`src/rtl/spec_readout_streamer_if.sv`:
```
// Output word stream: two 16-bit lanes plus sob/eof tags, valid/ready handshake.
// master drives the word, slave returns ready.
interface spec_readout_streamer_if;
    logic        valid;
    logic        ready;
    logic [15:0] y0;
    logic [15:0] y0z;
    logic        sob;
    logic        eof;

    modport master (output valid, y0, y0z, sob, eof, input ready);
    modport slave  (input valid, y0, y0z, sob, eof, output ready);
endinterface

```
`src/rtl/spec_readout_streamer.sv`:
```
// Purpose: reads a window of FFT bins per range bin from the spectrum DPRAM and streams it (SPEC_RD_HEADER_EN adds per-bin header).
// Latency: first rd_en 1 cycle after start, first valid 2+RAM_LAT cycles after start; 1 word/cycle sustained.
// Backpressure: reads are credit-limited to FIFO_DEPTH in flight, so ready low stalls the reader, never drops data.
module srs_fifo #(
    parameter int W     = 8,
    parameter int DEPTH = 4
) (
    input  logic         clk_i,
    input  logic         rst_n_i,
    input  logic         in_vld,
    input  logic [W-1:0] in_dat,
    output logic         out_vld,
    input  logic         out_rdy,
    output logic [W-1:0] out_dat
);
    localparam int AW = $clog2(DEPTH);

    logic [W-1:0]  mem [DEPTH];
    logic [AW-1:0] wr_ptr, rd_ptr;
    logic [AW:0]   cnt;
    logic          pop;

    assign pop     = out_vld && out_rdy;
    assign out_vld = (cnt != '0);
    assign out_dat = out_vld ? mem[rd_ptr] : '0;

    always_ff @(posedge clk_i) begin
        if (in_vld) mem[wr_ptr] <= in_dat;
    end

    always_ff @(posedge clk_i or negedge rst_n_i) begin
        if (!rst_n_i) begin
            wr_ptr <= '0;
            rd_ptr <= '0;
            cnt    <= '0;
        end else begin
            if (in_vld) wr_ptr <= wr_ptr + 1'b1;
            if (pop)    rd_ptr <= rd_ptr + 1'b1;
            cnt <= cnt + {{AW{1'b0}}, in_vld} - {{AW{1'b0}}, pop};
        end
    end
endmodule

module spec_readout_streamer #(
    parameter int RAM_LAT    = 1,
    parameter int FIFO_DEPTH = 4
) (
    input  logic                    clk_i,
    input  logic                    rst_n_i,
    input  logic                    start_i,
    input  logic [4:0]              range_bins_i,
    input  logic [9:0]              fft_lo_i,
    input  logic [10:0]             fft_len_i,
    output logic                    rd_en_o,
    output logic [13:0]             rd_addr_o,
    input  logic [31:0]             rd_data_i,
    spec_readout_streamer_if.master out_if,
    output logic                    busy_o,
    output logic                    done_o,
    output logic                    start_ign_o
);
    localparam int CW = $clog2(FIFO_DEPTH) + 1;
    localparam logic [CW-1:0] DEPTH_C = CW'(FIFO_DEPTH);

    typedef enum logic [1:0] {IDLE, READ, DRAIN, FIN} state_t;

    typedef struct packed {
        logic        sob;
        logic        eof;
        logic [15:0] y0z;
        logic [15:0] y0;
    } word_t;

`ifdef SPEC_RD_HEADER_EN
    typedef struct packed {
        logic       vld;
        logic       hdr;
        logic       sob;
        logic       eof;
        logic [3:0] r;
    } slot_t;
    logic hdr_pend;
`else
    typedef struct packed {
        logic vld;
        logic sob;
        logic eof;
    } slot_t;
`endif

    state_t        state, state_nxt;
    logic [3:0]    r, rb_m1;
    logic [9:0]    k, lo, n, len_m1;
    logic [CW-1:0] credits;
    logic          issue, last_k, last_r, pop, fifo_vld;
    slot_t         slot_in, cap;
    slot_t         pipe [RAM_LAT];
    word_t         fifo_in, fifo_out;

    assign last_k      = (n == len_m1);
    assign last_r      = (r == rb_m1);
    assign pop         = out_if.valid && out_if.ready;
    assign rd_addr_o   = rd_en_o ? {r, k} : '0;
    assign start_ign_o = start_i && busy_o;

    always_comb begin
        state_nxt = state;
        issue     = 1'b0;
        rd_en_o   = 1'b0;
        busy_o    = 1'b0;
        done_o    = 1'b0;
        slot_in   = '0;
        case (state)
            IDLE: if (start_i) state_nxt = (range_bins_i == 5'd0) ? FIN : READ;
            READ: begin
                busy_o = 1'b1;
                issue  = (credits < DEPTH_C);
`ifdef SPEC_RD_HEADER_EN
                rd_en_o = issue && !hdr_pend;
`else
                rd_en_o = issue;
`endif
                if (rd_en_o && last_k && last_r) state_nxt = DRAIN;
            end
            DRAIN: begin
                busy_o = 1'b1;
                if (credits == '0) state_nxt = FIN;
            end
            FIN: begin
                done_o    = 1'b1;
                state_nxt = IDLE;
            end
            default: state_nxt = IDLE;
        endcase
        slot_in.vld = issue;
        slot_in.eof = rd_en_o && last_k && last_r;
`ifdef SPEC_RD_HEADER_EN
        slot_in.hdr = issue && hdr_pend;
        slot_in.sob = issue && hdr_pend;
        slot_in.r   = r;
`else
        slot_in.sob = rd_en_o && (n == '0);
`endif
    end

    always_ff @(posedge clk_i or negedge rst_n_i) begin
        if (!rst_n_i) state <= IDLE;
        else          state <= state_nxt;
    end

    // Window counters: k wraps naturally at 1024, n counts reads within the current range bin.
    always_ff @(posedge clk_i or negedge rst_n_i) begin
        if (!rst_n_i) begin
            r      <= '0;
            k      <= '0;
            lo     <= '0;
            n      <= '0;
            len_m1 <= '0;
            rb_m1  <= '0;
`ifdef SPEC_RD_HEADER_EN
            hdr_pend <= 1'b0;
`endif
        end else if (state == IDLE && start_i) begin
            r      <= '0;
            k      <= fft_lo_i;
            lo     <= fft_lo_i;
            n      <= '0;
            len_m1 <= 10'(fft_len_i - 11'd1);
            rb_m1  <= 4'(range_bins_i - 5'd1);
`ifdef SPEC_RD_HEADER_EN
            hdr_pend <= 1'b1;
`endif
        end else if (rd_en_o) begin
            if (last_k) begin
                n <= '0;
                k <= lo;
                r <= r + 4'd1;
`ifdef SPEC_RD_HEADER_EN
                hdr_pend <= 1'b1;
`endif
            end else begin
                n <= n + 10'd1;
                k <= k + 10'd1;
            end
`ifdef SPEC_RD_HEADER_EN
        end else if (issue) begin
            hdr_pend <= 1'b0;
`endif
        end
    end

    always_ff @(posedge clk_i or negedge rst_n_i) begin
        if (!rst_n_i) credits <= '0;
        else          credits <= credits + CW'(issue) - CW'(pop);
    end

    // Slot tags ride alongside the RAM access so the capture lines up with rd_data_i.
    always_ff @(posedge clk_i or negedge rst_n_i) begin
        if (!rst_n_i) begin
            for (int i = 0; i < RAM_LAT; i++) pipe[i] <= '0;
        end else begin
            pipe[0] <= slot_in;
            for (int i = 1; i < RAM_LAT; i++) pipe[i] <= pipe[i-1];
        end
    end

    assign cap = pipe[RAM_LAT-1];

    always_comb begin
        fifo_in     = '0;
        fifo_in.sob = cap.sob;
        fifo_in.eof = cap.eof;
        fifo_in.y0  = rd_data_i[15:0];
        fifo_in.y0z = rd_data_i[31:16];
`ifdef SPEC_RD_HEADER_EN
        if (cap.hdr) begin
            fifo_in.y0  = {12'b0, cap.r};
            fifo_in.y0z = 16'hA55A;
        end
`endif
    end

    srs_fifo #(.W($bits(word_t)), .DEPTH(FIFO_DEPTH)) u_fifo (
        .clk_i   (clk_i),
        .rst_n_i (rst_n_i),
        .in_vld  (cap.vld),
        .in_dat  (fifo_in),
        .out_vld (fifo_vld),
        .out_rdy (out_if.ready),
        .out_dat (fifo_out)
    );

    assign out_if.valid = fifo_vld;
    assign out_if.y0    = fifo_out.y0;
    assign out_if.y0z   = fifo_out.y0z;
    assign out_if.sob   = fifo_out.sob;
    assign out_if.eof   = fifo_out.eof;
endmodule

```
`src/flat_wrapper.sv`:
```
// flat-port wrapper written by rule: the top's interface ports become plain ports
module spec_readout_streamer_flat 
#(
    parameter int RAM_LAT    = 1,
    parameter int FIFO_DEPTH = 4
)
  (clk_i, rst_n_i, start_i, range_bins_i, fft_lo_i, fft_len_i, rd_en_o, rd_addr_o, rd_data_i, busy_o, done_o, start_ign_o, out_if_valid, out_if_y0, out_if_y0z, out_if_sob, out_if_eof, out_if_ready);
  spec_readout_streamer_if out_if_i ();
  input  logic clk_i;
  input  logic rst_n_i;
  input  logic start_i;
  input  logic [4:0] range_bins_i;
  input  logic [9:0] fft_lo_i;
  input  logic [10:0] fft_len_i;
  output logic rd_en_o;
  output logic [13:0] rd_addr_o;
  input  logic [31:0] rd_data_i;
  output logic busy_o;
  output logic done_o;
  output logic start_ign_o;
  output wire logic [$bits(out_if_i.valid)-1:0] out_if_valid;
  output wire logic [$bits(out_if_i.y0)-1:0] out_if_y0;
  output wire logic [$bits(out_if_i.y0z)-1:0] out_if_y0z;
  output wire logic [$bits(out_if_i.sob)-1:0] out_if_sob;
  output wire logic [$bits(out_if_i.eof)-1:0] out_if_eof;
  input wire logic [$bits(out_if_i.ready)-1:0] out_if_ready;
  assign out_if_valid = out_if_i.valid;
  assign out_if_y0 = out_if_i.y0;
  assign out_if_y0z = out_if_i.y0z;
  assign out_if_sob = out_if_i.sob;
  assign out_if_eof = out_if_i.eof;
  assign out_if_i.ready = out_if_ready;
  spec_readout_streamer #(.RAM_LAT(RAM_LAT), .FIFO_DEPTH(FIFO_DEPTH)) u_core (.clk_i(clk_i), .rst_n_i(rst_n_i), .start_i(start_i), .range_bins_i(range_bins_i), .fft_lo_i(fft_lo_i), .fft_len_i(fft_len_i), .rd_en_o(rd_en_o), .rd_addr_o(rd_addr_o), .rd_data_i(rd_data_i), .out_if(out_if_i), .busy_o(busy_o), .done_o(done_o), .start_ign_o(start_ign_o));
endmodule
```
`config.mk`:
```
export PLATFORM = sky130hd
export DESIGN_NAME = spec_readout_streamer_flat
export DESIGN_NICKNAME = d
export VERILOG_FILES = /design/src/rtl/spec_readout_streamer_if.sv /design/src/rtl/spec_readout_streamer.sv /design/src/flat_wrapper.sv
export SDC_FILE = /design/constraint.sdc
export NUM_CORES = 1
export LEC_CHECK = 0
export CAP_MARGIN = 20
export CELL_PAD_IN_SITES_DETAIL_PLACEMENT = 1
export CELL_PAD_IN_SITES_GLOBAL_PLACEMENT = 1
export CORE_AREA = 2 2 208 128
export DETAILED_ROUTE_END_ITERATION = 16
export DIE_AREA = 0 0 210 130
export PLACE_DENSITY_LB_ADDON = 0.25
export SLEW_MARGIN = 20
export SYNTH_ARGS = -nofsm -noshare
export SYNTH_HDL_FRONTEND = slang
export SYNTH_SLANG_ARGS = --single-unit
```
`constraint.sdc`:
```
create_clock -name clk_i -period 2.9 [get_ports clk_i]
set_input_delay 0.435 -clock clk_i [delete_from_list [all_inputs] [get_ports clk_i]]
set_output_delay 0.435 -clock clk_i [all_outputs]
set_load 0.02 [all_outputs]
```
Word-level counts from Yosys, hierarchy flattened

Memories as Yosys holds them, arrays and structs flattened.
Index checks and enable logic that the tools add are counted.

Bits in registers: 63
Memory bits (writable): 136
Bits of input ports: 62
Output and inout port bits: 53
Word-level logic and storage cells: 74
Memories kept: 1

Add/subtract/negate cells: 11
$lt $le $gt $ge: 1
Equality and inequality tests: 8
Mux-type cells: 21
Reduce and logical (&&, ||, !) cells: 18

Memory list:

| name              | words | width | read ports | clocked after Yosys merged registers in | write ports | RTL line                    | text |
|---|---|---|---|---|---|---|---|
| u_core.u_fifo.mem | 4     | 34    | 1          | 0                                       | 1           | spec_readout_streamer.sv:18 | `logic [W-1:0] mem [DEPTH];` |

Operators with widths:

| operator                                              | count |
|---|---|
| 2-to-1 mux 10 bit                                     | 6 |
| 2-to-1 mux 34 bit                                     | 1 |
| adder 10 x 1 -> 10 bit, second input constant         | 2 |
| 2-to-1 mux 14 bit                                     | 1 |
| 2-to-1 mux 4 bit                                      | 3 |
| equality test 10 bit                                  | 1 |
| zero test 10 bit                                      | 1 |
| subtractor 10 x 1 -> 10 bit, second input constant    | 1 |
| logical AND 1 bit                                     | 8 |
| 2-to-1 mux 2 bit                                      | 4 |
| case mux 2 bit (4 select lines)                       | 1 |
| adder 3 x 1 -> 3 bit                                  | 2 |
| subtractor 3 x 1 -> 3 bit                             | 2 |
| zero test 5 bit                                       | 1 |
| 2-to-1 mux 1 bit                                      | 5 |
| adder 2 x 1 -> 2 bit, second input constant           | 2 |
| adder 4 x 1 -> 4 bit, second input constant           | 1 |
| equality test 2 bit, second input constant            | 2 |
| equality test 4 bit                                   | 1 |
| inequality test 2 x 1 -> 1 bit, second input constant | 2 |
| nonzero test 2 bit                                    | 2 |
| subtractor 4 x 1 -> 4 bit, second input constant      | 1 |
| zero test 3 bit                                       | 1 |
| less-than comparator 3 bit, second input constant     | 1 |
| other kinds (7)                                       | 7 |

Logic depth before layout (Yosys ltp)

Depth after elaboration: 5
Gate-level depth with buffers: 11
Gate-level depth less buffers: 9

Cells and area by module

From an unflattened synthesis, not the netlist that was laid out.

Cells, all modules: 608
Area, all modules: 8769.7 um2

Modules (own cells, without submodules):

| module                | times used | cells an instance | area each (um2) | seq. area each (um2) |
|---|---|---|---|---|
| srs_fifo              | 1          | 251               | 5587.9          | 4259.1 |
| spec_readout_streamer | 1          | 357               | 3181.8          | 1401.3 |

Worst setup path after synthesis

No wires, ideal clock.

Kind: register to register
Start: register u_core.state[1]
End: register u_core.credits[2]
Setup time: 80 ps
Data arrival time: 2370 ps
Required time: 2820 ps
Path slack: 450 ps
Cell stages (with the launch flop): 12
Path buffers: 2
Clock period less this slack: 2450 ps
Cell sequence: dfrtp_1 inv_1 ha_1 nand2b_1 clkbuf_1 clkinv_1 clkbuf_1 ha_1 inv_1 fa_1 xnor2_1 xnor2_1

Word-level cells in the longest chain between the ends: 4

Ends and longest elaborated chain:

| what                         | RTL line                     | text |
|---|---|---|
| start, declared              | spec_readout_streamer.sv:91  | `state_t state, state_nxt;` |
| start signal, assigned       | spec_readout_streamer.sv:148 | `else state <= state_nxt;` |
| equality test 2 x 1 -> 1 bit | n/a                          |  |
| 2-to-1 mux 1 bit             | n/a                          |  |
| via rd_en_o                  | flat_wrapper.sv:15           | `output logic rd_en_o;` |
| adder 3 x 1 -> 3 bit         | spec_readout_streamer.sv:194 | `else credits <= credits + CW'(issue) - CW'(pop);` |
| subtractor 3 x 1 -> 3 bit    | spec_readout_streamer.sv:194 |  |
| end signal, assigned         | spec_readout_streamer.sv:194 |  |
| end, declared                | spec_readout_streamer.sv:94  | `logic [CW-1:0] credits;` |

The timed path passes the listed nets, and every way through them passes these cells.
A chain may end at the register's enable or synchronous reset.

Worst setup path after layout

Start: register u_core.state[1]
End: output port rd_addr_o[8]

Word-level cells in the longest chain between the ends: 3

Ends and longest elaborated chain:

| what                         | RTL line                     | text |
|---|---|---|
| equality test 2 x 1 -> 1 bit | spec_readout_streamer.sv:113 | `case (state)` |
| 2-to-1 mux 1 bit             | spec_readout_streamer.sv:113 |  |
| 2-to-1 mux 14 bit            | spec_readout_streamer.sv:103 | `assign rd_addr_o = rd_en_o ? {r, k} : '0;` |
| end, declared                | flat_wrapper.sv:16           | `output logic [13:0] rd_addr_o;` |

No other way between the ends.

==> results.md <==
* Outcome: finished clean
* Core area at 25,700 um2
* Clock root buffer: clkbuf_16
* Psw at 3720 uW
* Post-synth top area share at 46.5%
* Initial DRC count at 237
* Critical path cell sequence: inv_1 -> ha_2 -> nand2b_1 -> buf_4 -> nor2_1 -> clkdlybuf4s50_1
* Final Max Slew Viols at 0
* Worst skew pair latency at 440 ps
* Max Cap Viol at 0
* Post-DR wirelength/cell at 18.7 um
* I/O pins at 115
* Flops & latches, synth at 199
* Period utilisation layout at 95.6%
* Most frequent cells in the layout: edfxtp_1, clkdlybuf4s50_1, nand2_1, dfrtp_1, and2_1
* Via count at 5,491
* Final setup viols at 0
* First-pass GRT wire length at 32.3 mm
* Delay-heaviest family, CP: buffers and inverters
* Mapped Avg Cell Area at 14.1 um2
* Combinational power share at 40.7%
* RSZ-0062 raised after global routing: no
* Hold Vio Cnt, Final at 0
* Layout Cell Area excl Fill at 11,000 um2
* Vias in the first global route at 5,830
* CTS Sinks at 199
* First-pass DRT Iterations at 4
* Cell total after placement at 1,065
* Adder-Cell Fraction of Synth Area at 3.31%
* Nature of the critical path startpoint: flop
* Leading area contributor after synthesis: edfxtp_1
* Final wirelength at 20.5 mm
* Die footprint at 27,300 um2
* Sequential Power Share at 37.7%
* Area delta synth->final at 25.5%
* Number of fill cells in the layout at 2,641
* Syn Nets at 708
* Layout net count at 833
* Post-Synth Simple-Gate Area at 11.9%
* Setup_tns at 0 ps
* Slowest stage delay, CP at 630 ps
* Post-Synthesis Cell Area at 8780 um2
* Clk slew on worst S/H paths at 80 ps
* Clk buf depth at 2
* CTS tree: yes
* Critical path data arrival time at 2340 ps
* Slew @ Worst Pin at 677 ps
* Cell variety after synth at 44
* Sequential fraction of the synthesis area at 64.5%
* Sequential cell area at 5660 um2
* Initial antenna violation count at 0
* Switching Fraction at 34.5%
* Multi-input gate area at 2910 um2
* Worst VDD drop at 0.443 mV
* Int Power at 7070 uW
* CTS Buf Count at 17
* Clock share of power at 21.6%
* Row count at 46
* Largest family of logic cells by synthesized area: simple AND/OR/NAND/NOR gates
* Fin crit period at 2770 ps
* Die H at 130 um
* Routability Congestion at 0.771
* Final non-filler cell total at 1,097
* Leak pwr at 0.00416 uW
* Setup Skew at 9.33 ps
* Crit end category: output port
* Initial Utilization at 34.1%
* P per Cell Area at 979 nW/um2
* Worst slew margin at 54.4%
* Global Route Usage Sum at 15.6%
* I/O Buffers at 113
* Crit-path slowest cell: clkdlybuf4s50_1
* H-tree Lvls at 4
* Placed cell areas at 10,400 um2
* Synth Warn # at 0
* Final ANT Viol Nets at 0
* Crit-path max FO at 16
* WS Path Type: flop to output port
* Die Wd at 210 um
* XOR/XNOR Fraction of Synth Area at 3.19%
* Layout cells sized above 1 at 13.4%
* F_max at 361 MHz
* Mux cell area share after synthesis at 9.78%
* Drt drc at 0
* Commonest non-fill, non-tap cell in the layout: edfxtp_1
* DP HPWL at 14.0 mm
* Synth area leaders: edfxtp_1, dfrtp_1, mux4_2
* Overflow after GRT at 0
* Diode count at 0
* Post-synthesis compound-gate area fraction at 4.83%
* Buf/Inv on CP at 3
* Gate Count Post-Synth at 624
* Largest net degree at the start of global routing at 42
* Crit path required time at 2470 ps
* Hold Path Class: flop to flop
* Via density at 5.01
[worst reg2reg max path, delay by kind of cell (launching register included)]
| family | cells | cell delay (ps) |
|---|---|---|
| XOR/XNOR | 2 | 360 |
| adder cells (fa/ha/maj) | 3 | 830 |
| buffers and inverters | 2 | 110 |
| flip-flops | 1 | 390 |
| AND/OR/NAND/NOR | 2 | 620 |
[through the flow]
stage / setup slack [ps] / utilization [%] / total power, uW / hold WS (ps)
2_1_floorplan: 450 / - / 6690 / 139
3_3_place_gp: 467 / 40.4 / 8480 / 455
3_5_place_dp: 443 / 40.4 / 8620 / 474
4_1_cts: 3.14 / 42.7 / 11000 / 492
5_1_grt: 15.9 / 42.8 / 11400 / 511
6_report: 129 / 42.8 / 10800 / 485
[layout make-up]
cell class | count | share of cell area (%)
inverter | 21 | 0.715
multi-input combinational | 372 | 26.4
sequential | 199 | 51.4
clock inverter | 14 | 1.29
clock buffer | 17 | 3.86
tap | 336 | 3.82
timing repair buffer | 138 | 12.5
[state kept, by name (all words and copies together), names as in the netlist]
name and cells:
u_core.u_fifo.cnt 3, u_core.n 10, u_core.rb_m1 4, u_core.u_fifo.wr_ptr 2
u_core.u_fifo.rd_ptr 2, u_core.len_m1 10, u_core.lo 10, u_core.r 4
u_core.k 10, u_core.cap 3, u_core.state 2, u_core.u_fifo.mem 136
u_core.credits 3
[routing by layer]
metal | global-route usage, % | up-vias | share of wire (%)
li1 | - | 2544 | -
met1 | 21.3 | 2852 | 49
met2 | 25.0 | 77 | 47
met3 | 3.35 | 18 | 2.6
met4 | 5.13 | 0 | 1.5
met5 | 0 | - | 0
[cell families (layout without fill, tap and decap cells)]
kind of cell / after synthesis / after routing
AND/OR/NAND/NOR: 206 / 206
buffers and inverters: 53 / 190
AO/OA/AOI/OAI: 69 / 69
flip-flops: 199 / 199
multiplexers: 43 / 43
adder cells (fa/ha/maj): 22 / 22
XOR/XNOR: 32 / 32
[worst paths after layout]
check | start | end | slack [ps] | depth (start not counted)
worst min-delay path | u_core.lo[9] | u_core.lo[9] | 490 | 2
worst max-delay path | u_core.state[1] | rd_addr_o[8] | 130 | 6
min in group asynchronous | rst_n_i | u_core.lo[9] | 530 | 2
worst max register to register | u_core.u_fifo.cnt[2] | u_core.credits[2] | 510 | 9
worst min register to register | u_core.lo[9] | u_core.lo[9] | 490 | 2
max in group asynchronous | rst_n_i | u_core.u_fifo.rd_ptr[1] | 1710 | 3
[power groups by stage]
stage          logic, uW  clock network [uW]  registers, uW
3_5_place_dp        4490                   0           4130
5_1_grt             4770                2500           4140
4_1_cts             4510                2400           4070
6_report            4400                2330           4070
3_3_place_gp        4400                   0           4070
2_1_floorplan       2690                   0           4010
[Yosys cell counts]
| cell type | instances |
|---|---|
| edfxtp_1 | 136 |
| dfrtp_1 | 63 |
| nand2_1 | 63 |
| and2_1 | 55 |
| mux4_2 | 34 |
| o21ai_0 | 33 |
| xnor2_1 | 26 |
| nor2_1 | 24 |
| clkbuf_1 | 21 |
| ha_1 | 20 |
| inv_1 | 20 |
| nor3_1 | 18 |
| nand3_1 | 15 |
| a21oi_1 | 9 |
| buf_2 | 9 |
| mux2i_1 | 7 |
| nand4_1 | 6 |
| xor2_1 | 6 |
| and3_1 | 5 |
| nor4_1 | 5 |
| a22oi_1 | 4 |
| a32oi_1 | 4 |
| nand2b_1 | 4 |
| or4_1 | 4 |
| a31oi_1 | 3 |
| nor4b_1 | 3 |
| o22ai_1 | 3 |
| o31a_1 | 3 |
| a221oi_1 | 2 |
| fa_1 | 2 |
| mux2_2 | 2 |
| o31ai_1 | 2 |
| or3_1 | 2 |
| a2111oi_0 | 1 |
| a211oi_1 | 1 |
| a21o_1 | 1 |
| a31o_2 | 1 |
| buf_4 | 1 |
| buf_6 | 1 |
| clkinv_1 | 1 |
| nand4b_1 | 1 |
| o221a_2 | 1 |
| o311ai_0 | 1 |
| or2_2 | 1 |
[timing repair]
| item | CTS | global route |
|---|---|---|
| endpoints found under the hold margin | 20 | 0 |
| setup endpoints to repair | 19 | 14 |
| gates cloned | 0 | 0 |
| resized for setup | 4 | 13 |
| setup buffers | 0 | 0 |
| hold buffers | 1 | 0 |
Note: power is estimated with default switching activity, not from simulation.
==> edit, RTL diff (same settings) <==
`RAM_LAT` is set to 1 in 2 places; all go to 2. Comments in the files are not updated.
--- a/src/rtl/spec_readout_streamer.sv
+++ b/src/rtl/spec_readout_streamer.sv
@@ -43,5 +43,5 @@
 
 module spec_readout_streamer #(
-    parameter int RAM_LAT    = 1,
+    parameter int RAM_LAT    = 2,
     parameter int FIFO_DEPTH = 4
 ) (
--- a/src/flat_wrapper.sv
+++ b/src/flat_wrapper.sv
@@ -2,5 +2,5 @@
 module spec_readout_streamer_flat 
 #(
-    parameter int RAM_LAT    = 1,
+    parameter int RAM_LAT    = 2,
     parameter int FIFO_DEPTH = 4
 )
Formal check against the unedited RTL: not equivalent (a bounded check fails within 4 cycles, from zero or initial values and one cycle with rst_n_i low).
==> edit against the original RTL <==
Critical path depth did not move. Worst setup slack improved by 0.011 ns. Synthesized area rose by 0.86%. First-iteration DRC count fell by 18%. Power rose by 4.3%. Via count rose by 0.64%. Sequential cell count rose by 3. Wire length rose by 4.1%. Design area rose by 2.0%. Largest cell class unchanged.
==> edit: results (changes against the original RTL) <==
- Internal: 0.00747 W (was 0.00707 W)
- Multi-input gate area in the final layout: 2910 µm² (about the same)
- The CTS clock-pin slew for the worst setup and hold paths is 0.06 ns (was 0.08 ns).
* Run status: finished, final reports clean (unchanged)
* Static leakage: 4.28 nW (was 4.16 nW)
- The cell count after placement is 1,067 (was 1,065).
- Final wirelength: 21.4 mm (was 20.5 mm)
- Post-placement cell area: 10,500 µm² (was 10,400 µm²)
* Worst Max-Slew Pin Slew: 0.604 ns (was 0.677 ns)
* Biggest area contributors in the synthesized netlist: sky130_fd_sc_hd__edfxtp_1 (46%), sky130_fd_sc_hd__dfrtp_1 (19%), sky130_fd_sc_hd__mux4_2 (8.6%), sky130_fd_sc_hd__and2_1 (3.9%), sky130_fd_sc_hd__ha_1 (2.8%) (was sky130_fd_sc_hd__edfxtp_1 (47%), sky130_fd_sc_hd__dfrtp_1 (18%), sky130_fd_sc_hd__mux4_2 (8.7%), sky130_fd_sc_hd__and2_1 (3.9%), sky130_fd_sc_hd__ha_1 (2.9%))
- Net load switching power: 0.00378 W (was 0.00372 W)
- Number of instances resized during post-cts repair: 49 (was 4)
- The later-pin clock latency in the skew report is 0.51 ns (was 0.44 ns).
- Fraction of power consumed by sequential logic: 37.0% (was 37.7%)
- Seq. cell area: 5740 µm² (was 5660 µm²)
* Met2 routed wirelength: 10.0 mm (was 9.72 mm)
- The net total in the final layout came to 840 (was 833).
- The wire length of the first global-routing pass is 33.8 mm (was 32.3 mm).
- Met1 Wirelength: 10.1 mm (was 9.97 mm)
* Maximum level of the CTS H-tree: 1 (was 4)
* Final instance area: 11,200 µm² (was 11,000 µm²)
* Met3 track demand over resource in global routing: 2.77% (was 3.35%)
- Global placer's final weighted congestion: 0.764 (was 0.771)
- The clock buffer and inverter area fraction after layout is 7.01% (was 5.16%).
- Via count of the first global-routing pass: 5,916 (was 5,830)
- Maximum number of pins on one net before global-route repair: 67 (was 42)
* Count of non-CTS buffers in the layout: 137 (was 138)
- Amount of wire on met3 after detailed routing: 803 µm (was 527 µm)
* Arrival time of the worst setup path: 2.32 ns (was 2.34 ns)
- The met2 demand-to-capacity share in global routing was 26.1% (was 25.0%).
- Total number of sequential cells: 202 (was 199)
- The buffering overhead was 11.6% (was 12.5%).
* Clock tree buffer count of the final layout: 27 (was 17)
- The largest clock skew in the final design came to 0.0125 ns (was 0.00933 ns).
- The final routed wire length divided by cell count is 19.3 µm (was 18.7 µm).
* Met1 routing resource usage after global routing: 22.6% (was 21.3%)
- DP HPWL: 14.2 mm (was 14.0 mm)
- Sequential-to-total area share from yosys stat: 64.8% (was 64.5%)
* Clock group share of total power: 27.0% (was 21.6%)
* Via/cell ratio: 4.99 (was 5.01)
* Fraction of registers with async set or reset after synthesis: 32.7% (was 31.7%)
- The mean instance size in the synthesized netlist came to 14.1 µm² (about the same).
[edit: worst paths after layout]
check / startpoint / end / slack [ns] / depth (start not counted)
worst max-delay path: u_core.state[1]$_DFFE_PN0P_ / rd_en_o / 0.14 / 6
worst min-delay path: u_core.pipe[4]$_DFF_PN0_ / u_core.cap[1]$_DFF_PN0_ / 0.35 / 0
worst max register to register: u_core.u_fifo.cnt[1]$_DFF_PN0_ / u_core.credits[2]$_DFF_PN0_ / 0.55 / 9
worst min register to register: u_core.pipe[4]$_DFF_PN0_ / u_core.cap[1]$_DFF_PN0_ / 0.35 / 0
max in group asynchronous: rst_n_i / u_core.u_fifo.rd_ptr[1]$_DFFE_PN0P_ / 2.09 / 3
min in group asynchronous: rst_n_i / u_core.k[9]$_DFFE_PN0P_ / 0.47 / 3
[edit: kinds of logic after synthesis]
kind of cell	share of synthesized area, %
muxes	9.69
buffers and inverters	2.50
adders and majority gates	3.28
AOI/OAI and AO/OA	4.79
and+or+nand+nor	11.8
xor gates and xnor gates	3.17
DFF	64.8
